**config.mk**
```make
export PLATFORM = sky130hd
export DESIGN_NAME = mem8x8_ctrl
export DESIGN_NICKNAME = d
export VERILOG_FILES = /design/src/rtl/mem8x8_ctrl.sv
export SDC_FILE = /design/constraint.sdc
export NUM_CORES = 1
export LEC_CHECK = 0
export BUFFER_PORTS_ARGS = -buffer_cell sky130_fd_sc_hd__buf_4
export CORE_ASPECT_RATIO = 1.25
export CORE_MARGIN = 8
export CORE_UTILIZATION = 40
export CTS_CLUSTER_DIAMETER = 100
export CTS_CLUSTER_SIZE = 25
export DETAILED_ROUTE_END_ITERATION = 10
export GPL_ROUTABILITY_DRIVEN = 0
export PLACE_DENSITY = 0.67
export REMOVE_ABC_BUFFERS = 1
export SETUP_SLACK_MARGIN = 0.4
export SLEW_MARGIN = 25
export SYNTH_ARGS = -nofsm -noshare
export SYNTH_HDL_FRONTEND = slang
export SYNTH_SLANG_ARGS = --single-unit
export TNS_END_PERCENT = 30
```
**constraint.sdc**
```tcl
create_clock -name clk -period 1.9 [get_ports clk]
set_clock_uncertainty 0.2 [all_clocks]
set_input_delay 0.38 -clock clk [delete_from_list [all_inputs] [get_ports clk]]
set_output_delay 0.38 -clock clk [all_outputs]
set_load 0.02 [all_outputs]
```
**src/rtl/mem8x8_ctrl.sv**
```systemverilog
// mem8x8_ctrl: request/ack sequencer for the 8x8 bitcell array.
// Optional write readback and verify: define MEM8X8_CTRL_READBACK_EN.
module mem8x8_ctrl #(
  parameter int WIDTH = 8,
  parameter int ROWS  = 8,
  parameter int AW    = 3
) (
  input  logic             clk,
  input  logic             rst,
  input  logic             req,
  input  logic             wr,
  input  logic [AW-1:0]    addr,
  input  logic [WIDTH-1:0] wdata,
  output logic             ack,
  output logic             busy,
  output logic [WIDTH-1:0] rdata,
  output logic             err,
  output logic [ROWS-1:0]  we,
  output logic [ROWS-1:0]  re,
  output logic [ROWS-1:0]  ren,
  output logic [WIDTH-1:0] din,
  output logic [WIDTH-1:0] dinn,
  input  logic [WIDTH-1:0] dout
);

  typedef enum logic [2:0] {
    IDLE,
    SETUP,
    WRITE,
    HOLD,
    READ,
    CAPTURE,
    DONE
  } state_t;

  state_t           state_q;
  logic             wr_q;
  logic [AW-1:0]    addr_q;
  logic             rwait_q;
  logic [ROWS-1:0]  we_q;
  logic [ROWS-1:0]  re_q;
  logic [WIDTH-1:0] din_q;
  logic             ack_q;
  logic             busy_q;
  logic [WIDTH-1:0] rdata_q;
  logic             err_q;

  logic             oor;
  logic [ROWS-1:0]  row_oh;

  assign oor = 32'(addr_q) >= 32'(ROWS);

  // Out-of-range addresses still sequence but never strobe a row.
  always_comb begin
    row_oh = '0;
    if (!oor) row_oh[addr_q] = 1'b1;
  end

  always_ff @(posedge clk) begin
    if (rst) begin
      state_q <= IDLE;
      wr_q    <= 1'b0;
      addr_q  <= '0;
      rwait_q <= 1'b0;
      we_q    <= '0;
      re_q    <= '0;
      din_q   <= '0;
      ack_q   <= 1'b0;
      busy_q  <= 1'b0;
      rdata_q <= '0;
      err_q   <= 1'b0;
    end else begin
      unique case (state_q)
        IDLE: begin
          ack_q <= 1'b0;
          err_q <= 1'b0;
          if (req) begin
            wr_q    <= wr;
            addr_q  <= addr;
            rwait_q <= ~wr;
            busy_q  <= 1'b1;
            if (wr) din_q <= wdata;
            state_q <= SETUP;
          end
        end
        SETUP: begin
          // Reads spend an extra setup cycle letting the bus settle.
          if (rwait_q) begin
            rwait_q <= 1'b0;
          end else if (wr_q) begin
            we_q    <= row_oh;
            state_q <= WRITE;
          end else begin
            re_q    <= row_oh;
            state_q <= READ;
          end
        end
        WRITE: begin
          we_q    <= '0;
          state_q <= HOLD;
        end
        HOLD: begin
`ifdef MEM8X8_CTRL_READBACK_EN
          re_q    <= row_oh;
          state_q <= READ;
`else
          ack_q   <= 1'b1;
          err_q   <= oor;
          state_q <= DONE;
`endif
        end
        READ: begin
          state_q <= CAPTURE;
        end
        CAPTURE: begin
          re_q    <= '0;
          ack_q   <= 1'b1;
          state_q <= DONE;
          if (!wr_q) rdata_q <= oor ? '0 : dout;
`ifdef MEM8X8_CTRL_READBACK_EN
          err_q   <= oor | (wr_q & (dout != din_q));
`else
          err_q   <= oor;
`endif
        end
        DONE: begin
          ack_q   <= 1'b0;
          err_q   <= 1'b0;
          busy_q  <= 1'b0;
          state_q <= IDLE;
        end
        default: state_q <= IDLE;
      endcase
    end
  end

  assign we    = we_q;
  assign re    = re_q;
  assign ren   = ~re_q;
  assign din   = din_q;
  assign dinn  = ~din_q;
  assign ack   = ack_q;
  assign busy  = busy_q;
  assign rdata = rdata_q;
  assign err   = err_q;

endmodule

```
==> results of run 1 <==
layer usage:
metal  share of wire (%)  GRT usage (%)  vias up
met4                 1.1          3.715        0
met1                  43          13.70      771
li1                    -              -      869
met3                 8.6          6.718        5
met5                   0              0        -
met2                  47          21.25       50
repair_timing:
item	CTS	global route
pin swaps	1	1
buffers inserted	0	4
gates resized for setup	7	3
hold buffers	0	0
setup endpoints to repair	37	25
endpoints found under the hold margin	0	0
worst max-delay path, cell delays in order, from the launching register on:
cell and delay, ns:
dfxtp_2 0.33, buf_6 0.13, nor4b_4 0.28, buf_4 0.20, mux2i_1 0.19, nor2_1 0.05
synthesized netlist by cell type, drive strengths merged (2+ instances only):
master / instances / area share [%]
o21bai: 2 / 0.97
buf: 10 / 4.0
nand2b: 3 / 0.97
nand4: 8 / 2.6
nand3b: 8 / 3.1
and2: 2 / 0.65
mux2i: 20 / 10
a21oi: 15 / 3.9
o21ai: 14 / 3.6
o31ai: 9 / 3.5
nand3: 9 / 3.0
inv: 17 / 3.3
nor2b: 8 / 2.6
nand4b: 8 / 3.6
dfxtp: 42 / 44
nor2: 19 / 3.7
clkbuf: 7 / 1.5
logic make-up after synthesis:
group / share of synthesized area (%)
buffers and inverters: 8.831
xor gates and xnor gates: 0.4546
and+or+nand+nor: 23.96
other: 0.1946
DFF: 43.64
muxes: 10.39
AOI/OAI and AO/OA: 12.53
flip-flops by register name (all words and copies together) (netlist names), 3 cells and up:
| signal | cells |
|---|---|
| addr_q | 3 |
| din | 8 |
| rdata | 8 |
| re | 8 |
| state_q | 3 |
| we | 8 |
power by group through the flow:
stage	sequential (W)	clock, W	combinational (W)
6_report	0.000957	0.000600	0.000347
3_3_place_gp	0.000975	0	0.000340
3_5_place_dp	0.000976	0	0.000343
4_1_cts	0.000957	0.000612	0.000346
5_1_grt	0.000965	0.000664	0.000381
2_1_floorplan	0.000995	0	0.000163
final timing paths:
path,from,endpoint
setup reg to reg,state_q[1],addr_q[0]
hold reg to reg,ack,ack
setup / recovery,state_q[1],addr_q[0]
hold / removal,dout[6],rdata[6]
area by class of cell:
type / count / share of cell area [%]
multi-input cells: 135 / 35.48
flip-flops and latches: 42 / 32.28
repair buffers: 81 / 23.32
clock buffers: 6 / 3.147
well taps: 60 / 2.861
inverters: 17 / 2.432
clock inverters: 2 / 0.4769
per-stage QoR:
step           power [W]  area [um2]  hold WS [ns]  setup slack (ns)  utilization, %
2_1_floorplan   0.001158        1821        0.2491           0.09696               -
3_3_place_gp    0.001314        2474        0.2700            0.1776           52.69
3_5_place_dp    0.001319        2474        0.2838            0.1285           52.69
4_1_cts         0.001915        2584        0.1126            0.4049           55.04
5_1_grt         0.002010        2624        0.1206            0.3082           55.89
6_report        0.001904        2624        0.1162            0.4172           55.89
==> summary.txt, run 1 <==
Status
  • Status: finished clean

Layout
  • Share of cells above drive strength 1: 36.04%
  • Area delta synth->final: 36.17%
  • Most common cell after layout, fill and taps aside: buf_4
  • Final nets: 305
  • Multi-input logic area: 930.9 um2
  • FF+latch area: 847.1 um2
  • Non-filler cells, final: 343
  • Ant. Diodes: 0
  • Filler cell count: 468
  • Commonest cells after routing, fill and taps aside: buf_4 (80), dfxtp_1 (39), mux2i_1 (20)

Global routing
  • First-pass GRT wire length: 7.755 mm
  • Vias in the first global route: 1716
  • Pin count of the biggest net entering global routing: 52
  • Initial antenna violation count: 0
  • GRT Residual Overflow: 0
  • GRT Total Usage: 12.76%

Routing
  • Via count: 1695
  • WL final: 4.570 mm
  • WL per Instance: 13.32 um
  • Iteration-0 DRC Markers: 57
  • First-pass DRT Iterations: 4
  • Drt drc: 0
  • Final ANT Viol Nets: 0
  • Vias per cell: 4.942

Critical path
  • Setup Crit Path Kind: register to register
  • CP arrival: 1.46 ns
  • Worst setup EP type: register
  • Crit start category: register
  • FF-to-FF path depth: 5
  • R2R setup slack: 0.42 ns
  • Worst EP required: 1.87 ns
  • Crit Path Max Fanout: 8

Power and ir drop
  • Clock share of power: 31.5%
  • Switch Pwr: 0.0005369 W
  • Gate power share: 18.2%
  • Leak Pwr: 1.108 nW
  • Internal: 0.001367 W
  • Peak VDD IR: 0.4652 mV
  • Switching Share: 28.20%
  • Sequential Power Share: 50.2%
  • Pwr Density: 725.8 nW/um2

Clock network
  • Clock sink count: 42
  • Reg clk slew, reported paths: 0.08 ns
  • CTS tree: yes
  • CTS Buf Count: 5
  • CTS root buf: clkbuf_8
  • Clk buf depth: 2
  • CTS HTree Levels: 2
  • Clk Latency, worst-skew pair: 0.29 ns

STA
  • Final slew viol count: 0
  • Final Hold Vio Count: 0
  • Setup violations, final: 0
  • RSZ-0062 raised after global routing: yes
  • Tcrit/Tclk final: 78.04%
  • F_max: 674.4 MHz
  • Minimum clock period: 1.483 ns
  • Total negative slack: 0 ns

Synth
  • Warnings, synthesis: 0
  • Mapped cell area: 1927 um2
  • Post-Syn Instances: 211
  • Synth Flop Type: dfxtp_1
  • Flops & latches, synth: 42
  • Fraction of registers with async set/reset: 0%
  • Avg Inst Size Synth: 9.132 um2
  • EDFF count, synth: 0
  • Post-synthesis sequential area ratio: 43.64%
  • Count of cell types in the netlist: 32

Floorplanning
  • Core box area: 4695 um2
  • Starting density of the core: 41.04%
  • Rows: 28
  • I/O pins: 74
  • DIE AREA: 7308 um2
  • Die height: 93.60 um
  • Die width: 78.08 um

Placed design
  • Port Buf Inserts: 72
  • Placed insts: 331
  • DPL Wire Length: 3.331 mm

Hold path
  • Min-Delay Path Class: primary input to register
  • Hold path depth: 3

Job
  • Max Cap Violations: 0
(Power assumes the default switching activity.)
==> inputs of run 2 (changes only) <==
ABC_AREA = 1   (was not set)
PLACE_DENSITY = 0.68   (was 0.67)
clock period = 1.4 ns   (was 1.9 ns; I/O delays follow)
==> run 2 against run 1 <==
Final cell count up 21%. Final area up 9.1%. Sequential share of layout area down 2.2 points. Global-route usage up 1.5 points. Highest routed layer unchanged. First-iteration DRC count up 140%.
==> summary.txt, run 2 <==
Power and ir drop
  • Design Power: 0.003348 W (+76%)
  • Leak Pwr: 1.309 nW (+18%)
  • Peak VDD IR: 0.6849 mV (+47%)
  • Pwr Density: 1169 nW/um2 (+61%)

Placed design
  • DPL Wire Length: 3.624 mm (+8.8%)
  • Dpl ws: -0.06232 ns (-0.1909 ns)
  • Port Buf Inserts: 72 (unchanged)
  • Placed inst area: 2531 um2 (+2.3%)

Critical path
  • Crit path cell chain: inv_4 -> nand2_4 -> nor2_4 -> buf_12 -> nand3_4 -> o21ai_1 -> nor2_1
  • FF-to-FF path depth: 7 (+2)
  • Worst EP required: 1.39 ns (-0.48 ns)
  • Crit start category: register
  • Worst setup EP type: register
  • CP bufs+invs: 2 (unchanged)
  • CP max stage delay: 0.35 ns (+0.02 ns)
  • Slowest cell on the critical path: dfxtp_2
  • Crit Path Max Fanout: 8 (unchanged)
  • CP arrival: 1.36 ns (-0.10 ns)
  • Setup Crit Path Kind: register to register
  • Crit path max-delay family: simple AND/OR/NAND/NOR gates
  • Crit path depth: 7 (+2)

Synth
  • Cell taking the most area after synthesis: dfxtp_1
  • Post-Syn Instances: 265 (+26%)
  • Flops & latches, synth: 42 (unchanged)
  • Ranking of synthesized cells by area: dfxtp_1 (45%), nor2_1 (8.8%), nand2_1 (8.6%)
  • Count of cell types in the netlist: 24 (-25%)
  • Share of the synthesized area in the top cell type: 44.74% (+1.1 points)
  • Synth Flop Type: dfxtp_1
  • Count leader, synth: nor2_1
  • Most frequent cells after synthesis: nor2_1 (44), nand2_1 (43), dfxtp_1 (42), inv_1 (42), o21ai_0 (22)
  • Warnings, synthesis: 0 (unchanged)
  • EDFF count, synth: 0 (unchanged)
  • Post-synthesis sequential area ratio: 44.74% (+1.1 points)
  • Fraction of registers with async set/reset: 0% (unchanged)
  • Avg Inst Size Synth: 7.092 um2 (-22%)
  • Mapped cell area: 1879 um2 (-2.5%)

STA
  • Total negative slack: 0 ns (unchanged)
  • Setup ws final: 0.02590 ns (-0.3913 ns)
  • Minimum clock period: 1.374 ns (-0.1087 ns)
  • Final Hold Vio Count: 0 (unchanged)
  • Setup violations, final: 0 (unchanged)
  • Tcrit/Tclk final: 98.15% (+20 points)
  • Final slew viol count: 0 (unchanged)
  • F_max: 727.7 MHz (+7.9%)
  • RSZ-0062 raised after global routing: yes

Global routing
  • Initial antenna violation count: 0 (unchanged)
  • GRT Residual Overflow: 0 (unchanged)
  • GRT Total Usage: 14.28% (+1.5 points)
  • First-pass GRT wire length: 8.604 mm (+11%)
  • Pin count of the biggest net entering global routing: 19 (-63%)
  • Vias in the first global route: 1981 (+15%)

Routing
  • Vias per cell: 4.560 (-7.7%)
  • Drt drc: 0 (unchanged)
  • Final ANT Viol Nets: 0 (unchanged)
  • WL final: 4.964 mm (+8.6%)
  • Iteration-0 DRC Markers: 134 (+140%)
  • Via count: 1888 (+11%)
  • WL per Instance: 11.99 um (-10%)
  • First-pass DRT Iterations: 4 (unchanged)

Layout
  • Area delta synth->final: 52.33%
  • Most common cell after layout, fill and taps aside: buf_4
  • Finished Core Util: 61.90% (+6.0 points)
  • Post-Layout Inst Area: 2863 um2 (+9.1%)
  • Share of cells above drive strength 1: 40.96% (+4.9 points)
  • Commonest cells after routing, fill and taps aside: buf_4 (75), nand2_1 (42), nor2_1 (42)
  • Final nets: 376 (+23%)
  • Ant. Diodes: 0 (unchanged)
  • Filler cell count: 459 (-1.9%)

Clock network
  • CTS tree: yes
  • Reg clk slew, reported paths: 0.08 ns (about the same)
  • CTS Buf Count: 5 (unchanged)
  • Hold Buf Count CTS: 0 (unchanged)
  • Clk buf depth: 2 (unchanged)
  • CTS root buf: clkbuf_8
  • CTS HTree Levels: 2 (unchanged)
  • Clock sink count: 42 (unchanged)
  • Clk Latency, worst-skew pair: 0.29 ns (about the same)

Floorplanning
  • Starting density of the core: 40.64% (-0.41 points)
  • Die height: 92.64 um (-1.0%)
  • Core box area: 4624 um2 (-1.5%)
  • Die width: 77.31 um (-0.99%)
  • I/O pins: 74 (unchanged)
  • DIE AREA: 7161 um2 (-2.0%)
  • Rows: 28 (unchanged)

Status
  • Status: finished clean

Hold path
  • Min-Delay Path Class: primary input to register
  • Hold path depth: 3 (unchanged)

Job
  • Max Cap Violations: 0 (unchanged)
## run 2: worst paths after layout
kind              startpoint       end  slack, ns
hold / removal       dout[2]  rdata[2]      0.007
setup / recovery  state_q[1]     we[5]       0.03
hold reg to reg         busy      busy       0.27
setup reg to reg  state_q[1]     we[5]       0.03
## run 2: logic make-up (layout without fill, tap and decap cells)
family,after synthesis,in the layout,share of synthesized area [%]
AOI/OAI and AO/OA,47,47,13.52
buffers and inverters,53,140,12.25
DFF,42,42,44.74
other,1,1,0.1995
and+or+nand+nor,122,124,29.29
## run 2: area by class of cell
cell class                 count  area, um2  area share [%]
clock inverter                 3      40.04           1.399
sequential                    42      860.8           30.07
clock buffer                   5      68.82           2.404
inverter                      45      180.2           6.294
timing repair buffer          87      715.7           25.00
multi-input combinational    172      922.1           32.21
tap                           60      75.07           2.622
## run 2: what timing repair did
action / 4_1_cts / 5_1_grt
gates cloned: 2 / 0
buffers inserted: 1 / 1
pin swaps: 4 / 5
endpoints found under the setup margin: 92 / 92
gates resized for setup: 18 / 46
## run 2: per-layer routing
metal / routed length (um) / vias to the layer above / global-route usage (%)
li1: - / 1010 / -
met1: 2013 / 823 / 14.33
met2: 2536 / 49 / 25.69
met3: 384 / 6 / 5.814
met4: 30 / 0 / 5.521
met5: 0 / - / 0
## run 2: through the flow
stage                     hold slack (ns)  cells
after detailed placement           0.2635    402
after CTS                       0.0004032    413
final                            0.006603    414
after floorplan                    0.1424    257
after global placement             0.2526    402
after global routing              0.01133    414
## run 2: tightest hold or removal path: stages
cell and delay, ns:
buf_4 0.07, nor2_1 0.03, nor2_1 0.08
## run 2: power by group
group          switching [W]  internal, W
Sequential          0.000106      0.00130
Combinational       0.000563     0.000449
Clock               0.000403     0.000525
Total                0.00107      0.00228
